`src/rtl/dimred_pkg.sv`:
```
// -----------------------------------------------------------------------------
// dimred_pkg
// Shared types and constants for the PDSCH dimension-reduction sequencing
// controller: FSM state encoding, RBG length lookup and error bit positions.
// -----------------------------------------------------------------------------
package dimred_pkg;

    typedef enum logic [1:0] {
        IDLE    = 2'd0,
        WAIT    = 2'd1,
        BURST   = 2'd2,
        SYM_END = 2'd3
    } state_t;

    localparam logic [15:0] RBG_LEN_48  = 16'd48;
    localparam logic [15:0] RBG_LEN_96  = 16'd96;
    localparam logic [15:0] RBG_LEN_192 = 16'd192;

    // o_err bit positions
    localparam int ERR_PARTIAL  = 0;   // burst ended mid-RBG
    localparam int ERR_IDLE_VLD = 1;   // tvalid seen while IDLE

    // RBG size code to RE count; the spare code 11 maps to 48
    function automatic logic [15:0] rbg_len_lut(input logic [1:0] sel);
        logic [15:0] len;
        case (sel)
            2'b01:   len = RBG_LEN_96;
            2'b10:   len = RBG_LEN_192;
            default: len = RBG_LEN_48;
        endcase
        return len;
    endfunction

endpackage

```
`src/rtl/rbg_strobe_gen.sv`:
```
// -----------------------------------------------------------------------------
// rbg_strobe_gen
// Tracks the RE position inside the current RBG and the RBG index inside the
// current burst, and decodes the accumulator load/slip strobes plus the
// post-burst flush pulse.
//
// Ports:
//   i_clk, i_reset_n  clock, synchronous active-low reset
//   i_clear           slot (re)start: clears the counters
//   i_re_vld          RE valid, aligned with the MAC sum cycle
//   i_fall            last RE of a burst in an active slot
//   i_rbg_len         latched RBG length in REs
//   o_rbg_load        first RE of an RBG
//   o_rbg_slip        last RE of an RBG
//   o_rbg_flush       one cycle after the last RE of a burst
//   o_rbg_num         RBG index within the burst
//   o_partial         burst is ending on an RE that is not the last of an RBG
// -----------------------------------------------------------------------------
module rbg_strobe_gen
    import dimred_pkg::*;
#(
    parameter int RE_W  = 16,
    parameter int RBG_W = 8
) (
    input  logic             i_clk,
    input  logic             i_reset_n,
    input  logic             i_clear,
    input  logic             i_re_vld,
    input  logic             i_fall,
    input  logic [RE_W-1:0]  i_rbg_len,
    output logic             o_rbg_load,
    output logic             o_rbg_slip,
    output logic             o_rbg_flush,
    output logic [RBG_W-1:0] o_rbg_num,
    output logic             o_partial
);

    logic [RE_W-1:0]  re_num_q;
    logic [RBG_W-1:0] rbg_num_q;
    logic             flush_q;
    logic             last_s;

    assign last_s      = (re_num_q == (i_rbg_len - RE_W'(1'b1)));
    assign o_rbg_load  = i_re_vld & (re_num_q == '0);
    assign o_rbg_slip  = i_re_vld & last_s;
    assign o_rbg_flush = flush_q;
    assign o_rbg_num   = rbg_num_q;
    assign o_partial   = i_fall & ~last_s;

    // RE position in the RBG, RBG index in the burst, and the flush pulse
    always_ff @(posedge i_clk) begin
        if (!i_reset_n) begin
            re_num_q  <= '0;
            rbg_num_q <= '0;
            flush_q   <= 1'b0;
        end else begin
            // the flush follows every burst end, even one cut by a restart,
            // so the sum stage never holds a half-captured accumulator
            flush_q <= i_fall;

            if (i_clear || i_fall) begin
                re_num_q <= '0;
            end else if (i_re_vld) begin
                re_num_q <= last_s ? '0 : re_num_q + RE_W'(1'b1);
            end

            if (i_clear || !i_re_vld) begin
                rbg_num_q <= '0;
            end else if (o_rbg_slip) begin
                rbg_num_q <= rbg_num_q + RBG_W'(1'b1);
            end
        end
    end

endmodule

```
`src/rtl/dimred_sym_ctrl.sv`:
```
// -----------------------------------------------------------------------------
// dimred_sym_ctrl
// Sequencing controller for the PDSCH dimension-reduction path. Counts beam
// blocks (tvalid bursts) per symbol and symbols per slot, and drives the RBG
// accumulator strobes and symbol/slot completion flags.
//
// Ports:
//   i_clk, i_reset_n  clock, synchronous active-low reset
//   i_slot_start      arms or restarts a slot; latches i_rbg_size
//   i_rbg_size        RBG size code (00/11=48, 01=96, 10=192 REs)
//   i_beams_tvalid    beam-MAC output valid
//   o_re_vld          tvalid delayed one cycle, gated by an active slot
//   o_rbg_load/slip   first/last RE of an RBG
//   o_rbg_flush       one cycle after a burst ends
//   o_rbg_num         RBG index within the burst
//   o_blk_idx         block index within the symbol
//   o_sym_idx         symbol index within the slot
//   o_sym_pulse       symbol end pulse
//   o_sym1_done       sticky: first symbol of the slot complete
//   o_slot_done       slot end pulse
//   o_err             sticky errors: bit0 partial RBG, bit1 tvalid while IDLE
//   o_busy            FSM not IDLE
// -----------------------------------------------------------------------------
module dimred_sym_ctrl
    import dimred_pkg::*;
#(
    parameter int BLK_PER_SYM  = 4,
    parameter int SYM_PER_SLOT = 14,
    parameter int RE_W         = 16,
    parameter int RBG_W        = 8,
    parameter int BLK_W        = 8
) (
    input  logic             i_clk,
    input  logic             i_reset_n,
    input  logic             i_slot_start,
    input  logic [1:0]       i_rbg_size,
    input  logic             i_beams_tvalid,
    output logic             o_re_vld,
    output logic             o_rbg_load,
    output logic             o_rbg_slip,
    output logic             o_rbg_flush,
    output logic [RBG_W-1:0] o_rbg_num,
    output logic [BLK_W-1:0] o_blk_idx,
    output logic [3:0]       o_sym_idx,
    output logic             o_sym_pulse,
    output logic             o_sym1_done,
    output logic             o_slot_done,
    output logic [1:0]       o_err,
    output logic             o_busy
);

    state_t           state_q;
    logic             v1_q;
    logic [RE_W-1:0]  rbg_len_q;
    logic [BLK_W-1:0] blk_idx_q;
    logic [3:0]       sym_idx_q;
    logic             sym_pulse_q;
    logic             sym1_done_q;
    logic             slot_done_q;
    logic [1:0]       err_q;

    logic             re_vld_s;
    logic             fall_s;
    logic             partial_s;

    // Gating by state keeps bursts that arrive outside a slot from producing
    // any strobes or being mistaken for a partial RBG.
    assign re_vld_s = v1_q & (state_q != IDLE);
    assign fall_s   = re_vld_s & ~i_beams_tvalid;

    assign o_re_vld    = re_vld_s;
    assign o_blk_idx   = blk_idx_q;
    assign o_sym_idx   = sym_idx_q;
    assign o_sym_pulse = sym_pulse_q;
    assign o_sym1_done = sym1_done_q;
    assign o_slot_done = slot_done_q;
    assign o_err       = err_q;
    assign o_busy      = (state_q != IDLE);

    // One-cycle delay of the MAC valid, aligning REs with the MAC sum cycle
    always_ff @(posedge i_clk) begin
        if (!i_reset_n) begin
            v1_q <= 1'b0;
        end else begin
            v1_q <= i_beams_tvalid;
        end
    end

    // Slot sequencer: block/symbol counting, completion flags and errors
    always_ff @(posedge i_clk) begin
        if (!i_reset_n) begin
            state_q     <= IDLE;
            rbg_len_q   <= RE_W'(RBG_LEN_48);
            blk_idx_q   <= '0;
            sym_idx_q   <= 4'd0;
            sym_pulse_q <= 1'b0;
            sym1_done_q <= 1'b0;
            slot_done_q <= 1'b0;
            err_q       <= 2'b00;
        end else begin
            sym_pulse_q <= 1'b0;
            slot_done_q <= 1'b0;

            if (i_slot_start) begin
                // a (re)start wins over a coincident burst end: no block counted
                state_q     <= WAIT;
                rbg_len_q   <= RE_W'(rbg_len_lut(i_rbg_size));
                blk_idx_q   <= '0;
                sym_idx_q   <= 4'd0;
                sym1_done_q <= 1'b0;
                err_q       <= 2'b00;
            end else begin
                if (partial_s) begin
                    err_q[ERR_PARTIAL] <= 1'b1;
                end
                if ((state_q == IDLE) && i_beams_tvalid) begin
                    err_q[ERR_IDLE_VLD] <= 1'b1;
                end

                case (state_q)
                    IDLE: begin
                        state_q <= IDLE;
                    end
                    WAIT: begin
                        if (i_beams_tvalid) begin
                            state_q <= BURST;
                        end
                    end
                    BURST: begin
                        if (fall_s) begin
                            if (blk_idx_q == BLK_W'(BLK_PER_SYM - 1)) begin
                                // last block: the index is held and cleared in
                                // SYM_END so it never shows BLK_PER_SYM
                                state_q     <= SYM_END;
                                sym_pulse_q <= 1'b1;
                                slot_done_q <= (sym_idx_q == 4'(SYM_PER_SLOT - 1));
                                if (sym_idx_q == 4'd0) begin
                                    sym1_done_q <= 1'b1;
                                end
                            end else begin
                                blk_idx_q <= blk_idx_q + BLK_W'(1'b1);
                                state_q   <= WAIT;
                            end
                        end
                    end
                    SYM_END: begin
                        blk_idx_q <= '0;
                        if (sym_idx_q == 4'(SYM_PER_SLOT - 1)) begin
                            sym_idx_q <= 4'd0;
                            state_q   <= IDLE;
                        end else begin
                            sym_idx_q <= sym_idx_q + 4'd1;
                            state_q   <= WAIT;
                        end
                    end
                    default: begin
                        state_q <= IDLE;
                    end
                endcase
            end
        end
    end

    rbg_strobe_gen #(
        .RE_W  (RE_W),
        .RBG_W (RBG_W)
    ) u_strobe (
        .i_clk       (i_clk),
        .i_reset_n   (i_reset_n),
        .i_clear     (i_slot_start),
        .i_re_vld    (re_vld_s),
        .i_fall      (fall_s),
        .i_rbg_len   (rbg_len_q),
        .o_rbg_load  (o_rbg_load),
        .o_rbg_slip  (o_rbg_slip),
        .o_rbg_flush (o_rbg_flush),
        .o_rbg_num   (o_rbg_num),
        .o_partial   (partial_s)
    );

endmodule

```
`config.mk`:
```
export PLATFORM = sky130hd
export DESIGN_NAME = dimred_sym_ctrl
export DESIGN_NICKNAME = d
export VERILOG_FILES = /design/src/rtl/dimred_pkg.sv /design/src/rtl/rbg_strobe_gen.sv /design/src/rtl/dimred_sym_ctrl.sv
export SDC_FILE = /design/constraint.sdc
export NUM_CORES = 1
export LEC_CHECK = 0
export BUFFER_PORTS_ARGS = -buffer_cell sky130_fd_sc_hd__buf_2
export CAP_MARGIN = 10
export CORE_ASPECT_RATIO = 0.9
export CORE_MARGIN = 3
export CORE_UTILIZATION = 44
export DETAILED_ROUTE_END_ITERATION = 8
export GPL_TIMING_DRIVEN = 0
export PLACE_DENSITY = 0.68
export SYNTH_ARGS = -nofsm -noshare
export SYNTH_HDL_FRONTEND = slang
export SYNTH_SLANG_ARGS = --single-unit
```
`constraint.sdc`:
```
create_clock -name i_clk -period 6 [get_ports i_clk]
set_input_delay 1.2 -clock i_clk [delete_from_list [all_inputs] [get_ports i_clk]]
set_output_delay 1.2 -clock i_clk [all_outputs]
set_load 0.05 [all_outputs]
```
==> flow_metrics.tcl <==
set metrics [dict create \
    status "finished, final reports clean" \
    place_hpwl_um 3930 \
    ys_seq_area_share_pct 39.1 \
    synth_top_area_share_pct 39.1 \
    reg2reg_depth 8 \
    p_leak_nw 1.11 \
    syn_inst 292 \
    cts_tree "done" \
    worstHoldEndpoint "o_err[0]" \
    ys_seq_elements 49 \
    hold_viol 0 \
    rsz0062_at_grt "false" \
    worst-r2r-setup-slack_ns 3.53 \
    rr_endpoint "o_err[0]" \
    vias 2210 \
    min_delay_path_depth 2 \
    clkTransAtPathRegs_ns 0.09 \
    pwr_density_cell_nw_per_um2 198 \
    clkPwrFrac_pct 34.5 \
    tns_ns 0 \
    drv_cap 0 \
    instances_no_fill 401 \
    syn_nets 306 \
    ir_worst_vdd_v 0.000121 \
    relSlewSlack_pct 55.2 \
    cts_buffers 5 \
    synth_cell_types 48 \
    drive_gt1_share_pct 16.2 \
    crit_path_end_kind "output port" \
    port_buffers 34 \
    post-place-cells 393 \
    design.core.area_um2 5380 \
    syn2layout_area_growth_pct 13.6 \
    cp.arrival_ns 2.59 \
    synth_edf_count 0 \
    drc 0 \
    clk_path_buf_depth 2 \
    grt_max_degree 16 \
    grt_usage_pct 16.8 \
    finalSetupViolCount 0 \
    rows 25 \
    p_int_mw 0.422 \
    syn-mean-instance-area_um2 8.60 \
    n_antenna_cell 0 \
    hp-class "register to register" \
    tightest_slew_ns 0.667 \
    drt-total-wl_um 5380 \
    vias_per_cell 5.51 \
    cts_htree_levels 2 \
    p_seq_share_pct 58.7 \
    critPathKind "register to output port" \
    wl_per_cell_um 13.4 \
    root_buffer "clkbuf_8" \
    cts_sinks 49 \
    postCtsHoldBufs 0 \
    num_io_pins 36 \
    cts-resized-gates 0 \
    initial_core_util_pct 46.7 \
    die_area_um2 6650 \
    r2r-start "rbg_len_q[4]" \
    finalClockSkew_ns 0.00393 \
    post_cts_buffers 0 \
    dr.first_iter.drc_count 66 \
    die_x_um 85.6 \
    pwr-share-comb_pct 6.9 \
    synth_warnings 0 \
    synth_area_um2 2510 \
    crit_chain "inv_1 -> ha_1 -> nor3b_2 -> and3_1 -> nor3_1 -> clkbuf_2 -> nor3_1 -> buf_2" \
    yosys.area.top_type "dfxtp_1" \
    antenna_found_initial 0 \
    netSwitchingFraction_pct 25.3 \
    total_power_mw 0.565 \
    finalNetCount 347 \
    die_h_um 77.7 \
    grt_pass1_wl_um 9300 \
    grt_pass1_vias 2014 \
    worstSkewPairLatency_ns 0.30 \
    gp_congestion 0.811 \
    grt_overflow 0 \
    p_switching_mw 0.143 \
    first_pass_iters 4 \
    hp-start "o_err[0]" \
    cp-start-kind "register" \
    max_stage_delay_ns 0.55 \
    period_needed_ns 3.79 \
    crit_start "rbg_len_q[4]" \
    yosys_most_used_dff "dfxtp_1" \
    drtAntennaViolNets 0 \
    async_flop_share_pct 0 \
    crit_fanout 10 \
    fin_crit_sh_pct 63.2 \
    crit_path_top_delay_cell "nor3_1" \
    maxClockFrequency_mhz 264 \
    critical_path.most_common_cell "nor3_1" \
    synth_area_leaders "dfxtp_1, xnor2_1, and2_1" \
    slew_violations 0 \
    required_ns 4.80 \
]
==> synth_stat cells, drive strengths merged (2+ instances only) <==
| master | instances |
|---|---|
| inv | 13 |
| nor2 | 23 |
| or4 | 5 |
| nor3 | 10 |
| or2 | 2 |
| o21ai | 12 |
| nand2b | 6 |
| buf | 3 |
| or3 | 7 |
| and2 | 17 |
| o32ai | 2 |
| xor2 | 5 |
| nand3 | 16 |
| xnor2 | 18 |
| and3 | 7 |
| o2111ai | 4 |
| nor2b | 4 |
| nand3b | 2 |
| mux2i | 3 |
| a21oi | 16 |
| nand4 | 6 |
| o31ai | 5 |
| clkbuf | 9 |
| nand2 | 16 |
| dfxtp | 49 |
| ha | 8 |
| a31oi | 3 |
| nor4 | 5 |
| nor4b | 2 |
==> cells by family (layout without fill, tap and decap cells) <==
kind of cell | count (synthesis) | count (layout) | synth area share, %
buffers and inverters | 26 | 68 | 4.34
xor gates and xnor gates | 23 | 23 | 8.03
AOI/OAI and AO/OA | 51 | 51 | 13.8
and+or+nand+nor | 131 | 131 | 29.2
DFF | 49 | 49 | 39.1
adders and majority gates | 8 | 8 | 3.99
muxes | 4 | 4 | 1.65
==> state kept, by name, indices dropped and copies added (netlist names) <==
register              cells
o_sym_pulse               1
v1_q                      1
o_err                     2
o_slot_done               1
o_blk_idx                 8
rbg_len_q                 4
u_strobe.o_rbg_num        8
u_strobe.re_num_q        16
o_sym1_done               1
o_sym_idx                 4
state_q                   2
u_strobe.o_rbg_flush      1
==> critical path, delay by kind of cell, from the launching register on <==
family | cells | cell delay [ns]
AND/OR/NAND/NOR | 4 | 1.02
buffers and inverters | 3 | 0.61
flip-flops | 1 | 0.42
adder cells (fa/ha/maj) | 1 | 0.24
==> worst max-delay path by stage <==
stage                      end
global route        o_rbg_slip
global placement    o_rbg_slip
finish              o_rbg_slip
detailed placement  o_rbg_slip
floorplan           o_rbg_slip
CTS                 o_rbg_slip
==> placed cells by master (no fill, tap or decap), drive strengths merged, types with 7 or more instances in the layout <==
cell and instances:
and3 7, dfxtp 49, nor3 10, ha 8, nand2 16, xnor2 18
inv 13, o21ai 12, or3 7, nor2 23, nand3 16, clkbuf 15
a21oi 16, and2 17, buf 37
==> metrics by stage <==
| step | hold slack [ns] | utilization (%) | setup slack [ns] | cell area [µm²] |
|---|---|---|---|---|
| 2_1_floorplan | 0.491 | - | 2.17 | 2510 |
| 3_3_place_gp | 0.443 | 51.4 | 2.53 | 2760 |
| 3_5_place_dp | 0.454 | 51.4 | 2.56 | 2760 |
| 4_1_cts | 0.479 | 53.0 | 2.23 | 2850 |
| 5_1_grt | 0.505 | 53.0 | 2.01 | 2850 |
| 6_report | 0.474 | 53.0 | 2.21 | 2850 |
==> metal layers <==
layer	wire, µm	up-vias	GRT usage (%)
li1	-	1120	-
met1	2710	1033	24.1
met2	2350	52	25.4
met3	293	5	3.61
met4	29	0	4.59
met5	0	-	0
==> layout make-up <==
cell class | count | area, µm²
fill | 506 | 2530
multi-input combinational | 217 | 1420
sequential | 49 | 981
timing repair buffer | 34 | 170
tap | 67 | 83.8
clock buffer | 6 | 72.6
buffer | 12 | 56.3
inverter | 14 | 52.6
clock inverter | 2 | 15.0
==> power by group through the flow <==
stage / combinational (mW) / clock [mW] / sequential, mW
after floorplan: 0.0266 / 0 / 0.340
after global placement: 0.0385 / 0 / 0.339
after detailed placement: 0.0389 / 0 / 0.339
after CTS: 0.0391 / 0.199 / 0.331
after global routing: 0.0436 / 0.211 / 0.332
final: 0.0388 / 0.195 / 0.331
(Power assumes the default switching activity.)
